**src/rtl/mult8_pkg.sv**
```systemverilog
// mult8_pkg: definitions shared by the 8-bit multiplier dispatcher slice.
//   disp_state_t          - dispatcher FSM states (IDLE, ISSUE, WAIT, CLEAR)
//   MULT8_OPW             - operand width
//   MULT8_RESW            - product width
//   MULT8_TIMEOUT_DEFAULT - default WAIT-state cycle limit
package mult8_pkg;

  localparam int unsigned MULT8_OPW             = 8;
  localparam int unsigned MULT8_RESW            = 16;
  localparam int unsigned MULT8_TIMEOUT_DEFAULT = 32;

  typedef enum logic [1:0] {
    ST_IDLE  = 2'd0,
    ST_ISSUE = 2'd1,
    ST_WAIT  = 2'd2,
    ST_CLEAR = 2'd3
  } disp_state_t;

endpackage

```
**src/rtl/mult8_opfifo.sv**
```systemverilog
// mult8_opfifo: synchronous FIFO holding packed operand pairs.
// Read data is the current head (first-word fall-through); pop advances it.
// Ports:
//   clk    in   clock, rising edge
//   rst    in   synchronous active-high reset (pointers and count to 0)
//   push   in   write wdata (ignored when full)
//   pop    in   drop head entry (ignored when empty)
//   wdata  in   WIDTH-bit entry
//   rdata  out  head entry
//   full   out  count == DEPTH
//   empty  out  count == 0
//   count  out  occupancy, $clog2(DEPTH)+1 bits
module mult8_opfifo #(
  parameter int unsigned DEPTH = 4,
  parameter int unsigned WIDTH = 16
) (
  input  logic                     clk,
  input  logic                     rst,
  input  logic                     push,
  input  logic                     pop,
  input  logic [WIDTH-1:0]         wdata,
  output logic [WIDTH-1:0]         rdata,
  output logic                     full,
  output logic                     empty,
  output logic [$clog2(DEPTH):0]   count
);

  localparam int unsigned AW = $clog2(DEPTH);
  localparam int unsigned CW = AW + 1;

  logic [WIDTH-1:0] mem [DEPTH];
  logic [AW-1:0]    wr_ptr;
  logic [AW-1:0]    rd_ptr;
  logic             do_push;
  logic             do_pop;

  assign full    = (count == CW'(DEPTH));
  assign empty   = (count == '0);
  assign do_push = push && !full;
  assign do_pop  = pop && !empty;
  assign rdata   = mem[rd_ptr];

  // DEPTH is a power of two, so the pointers wrap by natural overflow.
  always_ff @(posedge clk) begin
    if (rst) begin
      wr_ptr <= '0;
      rd_ptr <= '0;
      count  <= '0;
    end else begin
      if (do_push) wr_ptr <= wr_ptr + AW'(1);
      if (do_pop)  rd_ptr <= rd_ptr + AW'(1);
      case ({do_push, do_pop})
        2'b10:   count <= count + CW'(1);
        2'b01:   count <= count - CW'(1);
        default: count <= count;
      endcase
    end
  end

  always_ff @(posedge clk) begin
    if (do_push) mem[wr_ptr] <= wdata;
  end

endmodule

```
**src/rtl/mult8_dispatcher.sv**
```systemverilog
// mult8_dispatcher: buffers operand pairs and issues them one at a time to
// the 8-bit multiplier over its start/DONE handshake, captures each product
// in a valid/ready result register, then pulses the multiplier reset.
// Optional feature macro: MULT8_DISPATCH_TIMEOUT_EN (WAIT-state timeout abort).
// Ports:
//   clk, RESET            clock; synchronous active-high reset
//   in_valid/in_ready     producer handshake; in_x, in_y operands
//   out_valid/out_ready   consumer handshake; out_res product, out_err abort flag
//   mul_start             one-cycle start pulse to the multiplier
//   mul_x, mul_y          operands held from ISSUE until CLEAR ends
//   mul_rst               multiplier reset (RESET or CLEAR pulse)
//   mul_done, mul_res     multiplier completion and product
//   busy                  FSM not in IDLE
//   count                 operand FIFO occupancy
module mult8_dispatcher
  import mult8_pkg::*;
#(
  parameter int unsigned DEPTH          = 4,
  parameter int unsigned TIMEOUT_CYCLES = MULT8_TIMEOUT_DEFAULT
) (
  input  logic                    clk,
  input  logic                    RESET,
  input  logic                    in_valid,
  output logic                    in_ready,
  input  logic [MULT8_OPW-1:0]    in_x,
  input  logic [MULT8_OPW-1:0]    in_y,
  output logic                    out_valid,
  input  logic                    out_ready,
  output logic [MULT8_RESW-1:0]   out_res,
  output logic                    out_err,
  output logic                    mul_start,
  output logic [MULT8_OPW-1:0]    mul_x,
  output logic [MULT8_OPW-1:0]    mul_y,
  output logic                    mul_rst,
  input  logic                    mul_done,
  input  logic [MULT8_RESW-1:0]   mul_res,
  output logic                    busy,
  output logic [$clog2(DEPTH):0]  count
);

  if (DEPTH < 2 || (DEPTH & (DEPTH - 1)) != 0 || TIMEOUT_CYCLES < 1) begin : g_bad_params
    $error("mult8_dispatcher: DEPTH must be a power of 2 >= 2 and TIMEOUT_CYCLES >= 1");
  end

  disp_state_t                state;
  disp_state_t                state_next;
  logic                       fifo_full;
  logic                       fifo_empty;
  logic                       push;
  logic                       pop;
  logic                       res_load;
  logic                       clear_pulse;
  logic                       timeout_hit;
  logic [2*MULT8_OPW-1:0]     fifo_rdata;

  assign in_ready = !fifo_full;
  assign push     = in_valid && in_ready;
  assign busy     = (state != ST_IDLE);
  assign mul_rst  = RESET || clear_pulse;

  mult8_opfifo #(
    .DEPTH (DEPTH),
    .WIDTH (2 * MULT8_OPW)
  ) u_opfifo (
    .clk   (clk),
    .rst   (RESET),
    .push  (push),
    .pop   (pop),
    .wdata ({in_x, in_y}),
    .rdata (fifo_rdata),
    .full  (fifo_full),
    .empty (fifo_empty),
    .count (count)
  );

  always_ff @(posedge clk) begin
    if (RESET) state <= ST_IDLE;
    else       state <= state_next;
  end

  // Issue is gated on out_valid, which bounds pending results to one and
  // keeps results in issue order.
  always_comb begin
    state_next  = state;
    pop         = 1'b0;
    mul_start   = 1'b0;
    res_load    = 1'b0;
    clear_pulse = 1'b0;
    case (state)
      ST_IDLE: begin
        if (!fifo_empty && !out_valid) begin
          pop        = 1'b1;
          state_next = ST_ISSUE;
        end
      end
      ST_ISSUE: begin
        mul_start  = 1'b1;
        state_next = ST_WAIT;
      end
      ST_WAIT: begin
        if (mul_done || timeout_hit) begin
          res_load   = 1'b1;
          state_next = ST_CLEAR;
        end
      end
      ST_CLEAR: begin
        clear_pulse = 1'b1;
        state_next  = ST_IDLE;
      end
      default: state_next = ST_IDLE;
    endcase
  end

  always_ff @(posedge clk) begin
    if (RESET) begin
      mul_x     <= '0;
      mul_y     <= '0;
      out_valid <= 1'b0;
      out_res   <= '0;
    end else begin
      if (pop) {mul_x, mul_y} <= fifo_rdata;
      if (out_valid && out_ready) out_valid <= 1'b0;
      if (res_load) begin
        out_valid <= 1'b1;
        out_res   <= timeout_hit ? '0 : mul_res;
      end
    end
  end

`ifdef MULT8_DISPATCH_TIMEOUT_EN
  localparam int unsigned TW = $clog2(TIMEOUT_CYCLES + 1);

  logic [TW-1:0] wait_cnt;
  logic          err_q;

  // wait_cnt is 0 in the first WAIT cycle, so the abort lands on the edge
  // that closes the TIMEOUT_CYCLES-th WAIT cycle.
  assign timeout_hit = (state == ST_WAIT) && !mul_done &&
                       (wait_cnt == TW'(TIMEOUT_CYCLES - 1));

  always_ff @(posedge clk) begin
    if (RESET)                 wait_cnt <= '0;
    else if (state == ST_WAIT) wait_cnt <= wait_cnt + TW'(1);
    else                       wait_cnt <= '0;
  end

  always_ff @(posedge clk) begin
    if (RESET)         err_q <= 1'b0;
    else if (res_load) err_q <= timeout_hit;
  end

  assign out_err = err_q;
`else
  assign timeout_hit = 1'b0;
  assign out_err     = 1'b0;
`endif

endmodule

```
**config.mk**
```make
export PLATFORM = sky130hd
export DESIGN_NAME = mult8_dispatcher
export DESIGN_NICKNAME = d
export VERILOG_FILES = /design/src/rtl/mult8_pkg.sv /design/src/rtl/mult8_opfifo.sv /design/src/rtl/mult8_dispatcher.sv
export SDC_FILE = /design/constraint.sdc
export NUM_CORES = 1
export LEC_CHECK = 0
export CORE_UTILIZATION = 50
export DETAILED_ROUTE_END_ITERATION = 8
export PLACE_DENSITY = 0.86
export SKIP_CTS_REPAIR_TIMING = 1
export SLEW_MARGIN = 15
export SYNTH_ARGS = -nofsm -noshare
export SYNTH_HDL_FRONTEND = slang
export SYNTH_SLANG_ARGS = --single-unit
```
**constraint.sdc**
```tcl
create_clock -name clk -period 3.35 [get_ports clk]
set_clock_uncertainty 0.15 [all_clocks]
set_input_delay 0.5025 -clock clk [delete_from_list [all_inputs] [get_ports clk]]
set_output_delay 0.5025 -clock clk [all_outputs]
set_load 0.01 [all_outputs]
```
==> flow_metrics.env, run 1 <==
export IMPL_status="finished, final reports clean"
export IMPL_die_h_um=92.6
export IMPL_power_per_cell_area_mw_per_mm2=713
export IMPL_io_buffers=76
export IMPL_worst_setup_path_end_kind="flop"
export IMPL_std_cell_rows=32
export IMPL_cts_sinks=106
export IMPL_timing_max_cap_violations=0
export IMPL_totalPowerFinal_mw=3.63
export IMPL_vias=2443
export IMPL_final_cells=452
export IMPL_number_of_buffers_inserted_during_clock_tree_synthesis=9
export IMPL_synth_seq_cells=106
export IMPL_core_mm2=0.00785
export IMPL_postLayoutCoreUtil_pct=64.9
export IMPL_setup_tns_ps=0
export IMPL_clock_tree_from_tritoncts="done"
export IMPL_grt_start_max_net_pins=31
export IMPL_routed_wire_length_per_instance_um=17.2
export IMPL_place_gp_congestion=0.751
export IMPL_post_synth_inst_count=271
export IMPL_synth_area_top_cells="edfxtp_1 47%, dfxtp_1 20%, mux4_1 5.8%"
export IMPL_die_area_mm2=0.00857
export IMPL_insertedDiodeCount=0
export IMPL_max_slew_margin_rel_pct=35.2
export IMPL_first_global_vias=2481
export IMPL_drt_iter0_drc=156
export IMPL_number_of_flops_mapped_to_enable_cells_by_yosys=64
export IMPL_synth_largest_area_cell="edfxtp_1"
export IMPL_period_minus_slack_ps=2710
export IMPL_worstPathArrival_ps=2860
export IMPL_tightest_pin_transition_ps=964
export IMPL_number_of_antenna_violations_at_the_first_check_in_global_routing=0
export IMPL_cp_required_ps=3500
export IMPL_dpl_cell_count=436
export IMPL_htreeDepth=3
export IMPL_floorplan_io_pins=78
export IMPL_finalSetupViolCount=0
export IMPL_postSynthAreaPerCell_um2=15.1
export IMPL_ant_nets=0
export IMPL_grt_ovfl_total=0
export IMPL_synth_seq_area_share_pct=67.3
export IMPL_area_growth_syn_to_layout_pct=24.1
export IMPL_layout_nets=393
export IMPL_wirelength_um=7780
export IMPL_post_synth_top_area_fraction_pct=46.8
export IMPL_crit_path_start_kind="flop"
export IMPL_track_usage_pct=19.6
export IMPL_cts_root_buffer_cell="clkbuf_8"
export IMPL_detailed_router_iteration_count_before_antenna_repair=4
export IMPL_crit_path_max_fanout=5
export IMPL_fmaxAchievable_mhz=369
export IMPL_net_count_synth=319
export IMPL_dp_hpwl_um=5210
export IMPL_worst_supply_voltage_drop_on_vdd_uv=363
export IMPL_grt_setup_unrepaired="no"
export IMPL_timing_final_crit_share_pct=81.0
export IMPL_finalHoldViolations=0
export IMPL_power_leakage_nw=1.74
export IMPL_post_route_cells_drive_above_1_share_pct=8.57
export IMPL_synthDistinctLibCells=40
export IMPL_yosysWarningCount=0
export IMPL_clk_latency_ps=370
export IMPL_worst_hold_path_type="reg -> reg"
export IMPL_first_pass_grt_wire_length_um=12400
export IMPL_vias_per_cell=5.40
export IMPL_worst_setup_path_class="reg -> reg"
export IMPL_clockBufferDepth=2
export IMPL_die_width_um=92.6
export IMPL_synthArstFlopShare_pct=0
export IMPL_initial_util_pct=52.3
export IMPL_drcViolationCount=0
export IMPL_dominantRegCellSynth="edfxtp_1"
export IMPL_cts_clk_slew_worst_paths_ps=100
export IMPL_number_of_pins_with_negative_max_slew_slack_in_the_final_report=0
export IMPL_netlist_area_mm2=0.00410
-- metal layers --
metal | part of all wire, % | global-route usage, % | routed length (um)
met5 | 0 | 0 | 0
met4 | 2.6 | 10.2 | 203
met3 | 3.9 | 3.86 | 303
met2 | 53 | 33.4 | 4120
met1 | 41 | 23.6 | 3160
-- path summary, 6_finish.rpt --
check	startpoint	to	slack (ps)	cells after the start
worst max-delay path	state[0]	u_opfifo.count[2]	640	10
worst min-delay path	out_res[9]	out_res[9]	310	2
worst max register to register	state[0]	u_opfifo.count[2]	640	10
worst min register to register	out_res[9]	out_res[9]	310	2
-- cell type report --
| class | count | area, um2 |
|---|---|---|
| Sequential cell | 106 | 2760 |
| Fill cell | 572 | 2760 |
| Multi-Input combinational cell | 141 | 1210 |
| Timing Repair Buffer | 78 | 776 |
| Clock buffer | 10 | 128 |
| Tap cell | 102 | 128 |
| Clock inverter | 6 | 57.6 |
| Inverter | 9 | 33.8 |
-- flip-flops by register name (all words and copies together) (netlist names) --
| signal | count |
|---|---|
| mul_y | 8 |
| out_res | 16 |
| u_opfifo.mem | 64 |
| u_opfifo.wr_ptr | 2 |
| mul_x | 8 |
| state | 2 |
| u_opfifo.count | 3 |
| out_valid | 1 |
| u_opfifo.rd_ptr | 2 |
-- placed cells by master (no fill, tap or decap), types with 4 or more instances in the layout --
master,n
clkbuf_8,9
dfxtp_1,42
nor2_1,4
inv_1,9
ha_1,10
mux4_1,9
clkdlybuf4s50_1,76
and3_1,4
nand2_1,35
mux4_2,7
a21oi_1,22
edfxtp_1,64
a22o_1,16
nor3_1,4
-- per-stage QoR --
step	cell area, um2	setup slack (ps)	hold WS, ps
2_1_floorplan	4100	973	331
3_3_place_gp	4910	835	292
3_5_place_dp	4910	719	298
4_1_cts	5090	660	313
5_1_grt	5090	433	330
6_report	5090	638	312
-- Yosys cell counts, types with 2 or more instances --
cell type,number
nand2b_1,3
and3_1,4
a21o_1,2
nor2_1,4
clkbuf_1,5
mux4_2,7
buf_4,2
inv_1,9
mux4_1,9
nor3_1,4
xor2_1,2
nand3_1,3
edfxtp_1,64
nand2_1,35
dfxtp_1,42
o21ai_0,3
a21oi_1,22
ha_1,10
buf_1,2
buf_2,2
a22o_1,16
buf_6,3
-- critical path, stage by stage, from the launching register on --
cell and delay, ps:
dfxtp_1 350, inv_1 110, ha_1 250, inv_1 130
nor3_1 300, ha_1 240, inv_1 60, fa_1 380
xor2_1 170, or3_1 340, a21oi_1 150
-- power by group --
group	internal (mW)	switching (mW)	total, mW	leakage, nW
clock	0.288	0.450	0.738	0.0949
combinational	0.593	0.551	1.14	0.717
sequential	1.61	0.141	1.75	0.929
-- cells by family (layout without fill, tap and decap cells) --
| group | after synthesis | count (layout) | share of synthesized area [%] |
|---|---|---|---|
| other | 1 | 1 | 0.0914 |
| XOR/XNOR | 2 | 2 | 0.427 |
| AND/OR/NAND/NOR | 63 | 63 | 7.65 |
| buffers and inverters | 24 | 103 | 3.26 |
| adder cells (fa/ha/maj) | 11 | 11 | 3.54 |
| multiplexers | 17 | 17 | 9.85 |
| AO/OA/AOI/OAI | 47 | 47 | 7.87 |
| flip-flops | 106 | 106 | 67.3 |
(Power assumes the default switching activity.)
==> run 2, diff against run 1 <==
==> constraint.sdc (replaced) <==
create_clock -name clk -period 2.5 [get_ports clk]
set_clock_uncertainty 0.15 [all_clocks]
set_input_delay 0.375 -clock clk [delete_from_list [all_inputs] [get_ports clk]]
set_output_delay 0.375 -clock clk [all_outputs]
set_load 0.01 [all_outputs]
==> flow_metrics.env, run 2 (synthesis results as in run 1) <==
export IMPL_cts_clk_slew_worst_paths_ps=90
export IMPL_setup_tns_ps=0
export IMPL_clock_tree_from_tritoncts="done"
export IMPL_cp_cell_sequence="inv_2, ha_1, inv_1, nor3_2, ha_2, inv_1, fa_1, xor2_1, or3_1, a21oi_1"
export IMPL_number_of_pins_with_negative_max_slew_slack_in_the_final_report=0
export IMPL_postLayoutCoreUtil_pct=66.3
export IMPL_worstReg2RegEnd="u_opfifo.count[2]"
export IMPL_layout_nets=404
export IMPL_die_h_um=92.6
export IMPL_num_fill_cells=563
export IMPL_worst_hold_path_type="reg -> reg"
export IMPL_detailed_router_iteration_count_before_antenna_repair=5
export IMPL_worstPathArrival_ps=2570
export IMPL_setup_reg_to_reg_worst_slack_ps=60
export IMPL_slowest_delay_ps=370
export IMPL_insertedDiodeCount=0
export IMPL_largest_register_ffs=64
export IMPL_r2r_start="state[1]"
export IMPL_wirelength_um=8170
export IMPL_number_of_buffers_inserted_during_clock_tree_synthesis=9
export IMPL_groute_layer_met1_usage_pct=23.4
export IMPL_worst_setup_path_startpoint="state[1]"
export IMPL_post_route_cells_drive_above_1_share_pct=12.5
export IMPL_final_common_cell="clkdlybuf4s50_1"
export IMPL_status="finished, final reports clean"
export IMPL_first_pass_grt_wire_length_um=12700
export IMPL_critical_path_top_cell_by_count="inv_1"
export IMPL_r2r_cells=10
export IMPL_number_of_antenna_violations_at_the_first_check_in_global_routing=0
export IMPL_std_cell_rows=32
export IMPL_ant_nets=0
export IMPL_vias_per_cell=5.40
export IMPL_grt_start_max_net_pins=28
export IMPL_die_area_mm2=0.00857
export IMPL_crit_path_max_fanout=4
export IMPL_largest_register="u_opfifo.mem"
export IMPL_crit_path_leading_delay_family="adder cells"
export IMPL_final_cell_area_excluding_filler_cells_mm2=0.00520
export IMPL_finalHoldViolations=0
export IMPL_period_minus_slack_ps=2440
export IMPL_track_usage_pct=20.0
export IMPL_first_global_vias=2590
export IMPL_core_mm2=0.00785
export IMPL_vias=2501
export IMPL_crit_path_top_delay_cell="fa_1"
export IMPL_grt_ovfl_total=0
export IMPL_final_critical_path_setup_slack_ps=61.6
export IMPL_mostFrequentLayoutCells="76 x clkdlybuf4s50_1, 64 x edfxtp_1, 42 x dfxtp_1, 35 x nand2_1, 22 x a21oi_1"
export IMPL_grt_busiest_layer="met2"
export IMPL_cts_root_buffer_cell="clkbuf_8"
export IMPL_timing_final_crit_share_pct=97.5
export IMPL_worst_path_buf_inv=3
export IMPL_clockBufferDepth=2
export IMPL_crit_path_start_kind="flop"
export IMPL_worst_setup_path_end_kind="flop"
export IMPL_place_gp_congestion=0.706
export IMPL_floorplan_io_pins=78
export IMPL_timing_max_cap_violations=0
export IMPL_max_slew_margin_rel_pct=35.1
export IMPL_minimum_setup_slack_after_placement_ps=81.7
export IMPL_power_leakage_nw=1.81
export IMPL_area_growth_syn_to_layout_pct=26.7
export IMPL_io_buffers=76
export IMPL_detailed_place_area_mm2=0.00498
export IMPL_drt_iter0_drc=190
export IMPL_critical_path_endpoint="u_opfifo.count[2]"
export IMPL_cts_sinks=106
export IMPL_fmaxAchievable_mhz=410
export IMPL_worst_setup_path_class="reg -> reg"
export IMPL_worst_supply_voltage_drop_on_vdd_uv=563
export IMPL_routed_wire_length_per_instance_um=17.6
export IMPL_cp_required_ps=2640
export IMPL_dp_hpwl_um=5370
export IMPL_power_per_cell_area_mw_per_mm2=971
export IMPL_clk_latency_ps=360
export IMPL_drcViolationCount=0
export IMPL_critical_path_depth=10
export IMPL_largest_registers="u_opfifo.mem x64, out_res x16"
export IMPL_die_width_um=92.6
export IMPL_grt_met2_usage_pct=35.5
export IMPL_initial_util_pct=52.3
export IMPL_global_route_usage_met3_pct=3.12
export IMPL_finalSetupViolCount=0
export IMPL_tightest_pin_transition_ps=966
export IMPL_htreeDepth=3
==> run 2: cell count changes in the layout (fill, tap and decap cells not counted), sizes merged <==
cell	delta
inv	-1
clkinv	-1
clkbuf	+1
bufinv	+1
buf	+11
==> run 2: where the power goes <==
group          internal (mW)  switching, mW  leakage, nW
clock                  0.499          0.564        0.104
sequential              2.15          0.189        0.929
combinational          0.863          0.785        0.773
total                   3.51           1.54         1.81
==> run 2: final cells by class <==
cell class                 instances  area, um2  share of cell area, %
clock inverter                     5       61.3                   1.18
sequential                       106       2760                   53.1
timing repair buffer              89        858                   16.5
clock buffer                      11        141                   2.72
multi-input combinational        141       1210                   23.4
tap                              102        128                   2.45
inverter                           9       33.8                  0.650
==> run 2: worst min-delay path, delay by kind of cell, from the launching register on <==
kind / cells / cell delay, ps
DFF: 1 / 320
and+or+nand+nor: 1 / 50
AOI/OAI and AO/OA: 1 / 50
==> run 2: how the worst min path moves through the flow <==
| stage | start | endpoint | slack (ps) | cells past startpoint |
|---|---|---|---|---|
| after floorplan | in_y[0] | u_opfifo.mem[0][0] | 320 | 0 |
| after global placement | out_res[4] | out_res[4] | 290 | 2 |
| after detailed placement | out_res[4] | out_res[4] | 300 | 2 |
| after CTS | out_res[1] | out_res[1] | 310 | 2 |
| after global routing | out_res[15] | out_res[15] | 330 | 2 |
| final | out_res[1] | out_res[1] | 310 | 2 |
==> run 2: stage by stage <==
step	cells	hold slack, ps	total power, mW
after CTS	462	310	5.04
final	463	307	5.05
after floorplan	271	324	3.29
after detailed placement	446	298	3.97
after global routing	463	333	5.31
after global placement	446	292	3.89
==> run 2: metal layers <==
layer	share of wire, %	wire, um
met3	3.4	276
met1	40	3270
met2	53	4370
met4	3.1	254
met5	0	0
==> run 3, diff against run 2 <==
--- a/config.mk
+++ b/config.mk
@@ -7,7 +7,8 @@
 export LEC_CHECK = 0
 export CORE_UTILIZATION = 50
 export DETAILED_ROUTE_END_ITERATION = 8
-export PLACE_DENSITY = 0.86
+export DONT_BUFFER_PORTS = 1
+export PLACE_DENSITY = 0.74
 export SKIP_CTS_REPAIR_TIMING = 1
 export SLEW_MARGIN = 15
 export SYNTH_ARGS = -nofsm -noshare
==> flow_metrics.env, run 3 (synthesis results as in run 1) <==
export IMPL_status="finished, final reports clean"
export IMPL_die_area_mm2=0.00857
export IMPL_htreeDepth=3
export IMPL_detailed_router_iteration_count_before_antenna_repair=4
export IMPL_wirelength_um=7240
export IMPL_tightest_pin_transition_ps=889
export IMPL_routedLengthMet1_um=3040
export IMPL_io_buffers=0
export IMPL_num_fill_cells=612
export IMPL_max_slew_margin_rel_pct=40.6
export IMPL_grt_start_max_net_pins=32
export IMPL_std_cell_rows=32
export IMPL_floorplan_io_pins=78
export IMPL_worst_hold_slack_ps=9.83
export IMPL_period_minus_slack_ps=2380
export IMPL_largest_register="u_opfifo.mem"
export IMPL_finalSetupViolCount=0
export IMPL_worstReg2RegEnd="u_opfifo.count[2]"
export IMPL_cts_clk_slew_worst_paths_ps=90
export IMPL_vias=2285
export IMPL_crit_path_max_fanout=4
export IMPL_drt_iter0_drc=117
export IMPL_slowest_delay_ps=370
export IMPL_crit_path_top_delay_cell="fa_1"
export IMPL_ff_latch_area_mm2=0.00277
export IMPL_clock_tree_from_tritoncts="done"
export IMPL_dp_hpwl_um=4500
export IMPL_setup_tns_ps=0
export IMPL_number_of_pins_with_negative_max_slew_slack_in_the_final_report=0
export IMPL_track_usage_pct=16.6
export IMPL_largest_register_ffs=64
export IMPL_worst_setup_path_class="reg -> reg"
export IMPL_holdPathEnd="out_res[15]"
export IMPL_drcViolationCount=0
export IMPL_whs_path_depth=2
export IMPL_wl_met2_um=3700
export IMPL_number_of_buffers_inserted_during_clock_tree_synthesis=9
export IMPL_clk_latency_ps=370
export IMPL_cp_cell_sequence="inv_2, ha_2, inv_1, nor3_2, ha_2, inv_1, fa_1, xor2_1, or3_1, a21oi_2"
export IMPL_worst_supply_voltage_drop_on_vdd_uv=493
export IMPL_core_mm2=0.00785
export IMPL_postLayoutCoreUtil_pct=59.9
export IMPL_crit_path_start_kind="flop"
export IMPL_first_global_vias=2072
export IMPL_cp_required_ps=2640
export IMPL_finalHoldViolations=0
export IMPL_top_layer_used="met4"
export IMPL_mostFrequentLayoutCells="64 x edfxtp_1, 40 x dfxtp_1, 35 x nand2_1, 31 x dlygate4sd3_1, 21 x a21oi_1"
export IMPL_insertedDiodeCount=0
export IMPL_number_of_antenna_violations_at_the_first_check_in_global_routing=0
export IMPL_post_route_cells_drive_above_1_share_pct=14.4
export IMPL_first_pass_grt_wire_length_um=10600
export IMPL_die_width_um=92.6
export IMPL_setup_reg_to_reg_worst_slack_ps=120
export IMPL_worstPathArrival_ps=2510
export IMPL_cts_root_buffer_cell="clkbuf_8"
export IMPL_cts_sinks=106
export IMPL_r2r_cells=10
export IMPL_place_gp_congestion=0.680
export IMPL_area_growth_syn_to_layout_pct=14.5
export IMPL_hold_start="mul_res[15]"
export IMPL_worst_setup_path_end_kind="flop"
export IMPL_r2r_start="state[0]"
export IMPL_timing_max_cap_violations=0
export IMPL_ant_nets=0
export IMPL_detailroute_wirelength_met3_um=420
export IMPL_initial_util_pct=52.3
export IMPL_grt_ovfl_total=0
export IMPL_routed_wire_length_per_instance_um=17.5
export IMPL_final_common_cell="edfxtp_1"
export IMPL_power_leakage_nw=1.62
export IMPL_fmaxAchievable_mhz=421
export IMPL_vias_per_cell=5.52
export IMPL_die_h_um=92.6
export IMPL_power_per_cell_area_mw_per_mm2=965
export IMPL_timing_final_crit_share_pct=95.0
export IMPL_largest_registers="u_opfifo.mem x64, out_res x16"
export IMPL_worst_hold_path_type="in -> reg"
export IMPL_layout_nets=355
export IMPL_combined_area_of_the_multi_input_logic_cells_mm2=0.00122
export IMPL_clockBufferDepth=2
-- run 3: area by class of cell --
cell class / count / share of cell area, %
clock inverter: 6 / 0.985
sequential: 106 / 58.8
multi-input combinational: 141 / 26.0
inverter: 9 / 0.719
timing repair buffer: 40 / 8.04
tap: 102 / 2.72
clock buffer: 10 / 2.72
-- run 3: metrics by stage --
| step | instance area (um2) | total power [mW] | cells | setup slack [ps] |
|---|---|---|---|---|
| after floorplan | 4100 | 3.29 | 271 | 123 |
| after global placement | 4200 | 3.51 | 367 | 157 |
| after detailed placement | 4200 | 3.56 | 367 | 30.6 |
| after CTS | 4370 | 4.50 | 383 | 12.6 |
| after global routing | 4700 | 4.80 | 414 | -8.02 |
| final | 4700 | 4.53 | 414 | 124 |
-- run 3: how the worst max path moves through the flow --
stage	from	endpoint	depth (start not counted)
after global routing	state[1]	u_opfifo.count[2]	10
after detailed placement	state[1]	u_opfifo.count[2]	10
after floorplan	state[0]	u_opfifo.count[2]	10
final	state[0]	u_opfifo.count[2]	10
after CTS	state[1]	u_opfifo.count[2]	10
after global placement	state[0]	u_opfifo.count[2]	10
-- run 3: worst max-delay path, delay by kind of cell, from the launching register on --
| kind | cells | cell delay, ps |
|---|---|---|
| buf+inv | 3 | 180 |
| xor+xnor | 1 | 160 |
| fa+ha+maj | 3 | 790 |
| simple gates | 2 | 560 |
| compound gates | 1 | 130 |
| flops | 1 | 350 |
-- run 3: layer usage --
layer	track usage (%)	vias to the layer above
met2	26.4	54
met1	20.5	1134
met4	5.86	0
li1	-	1088
met5	0	-
met3	6.98	9
-- run 3: report_power, final --
group          internal [mW]  switching, mW
sequential              2.16          0.259
combinational          0.562          0.611
clock                  0.373          0.573
total                   3.09           1.44
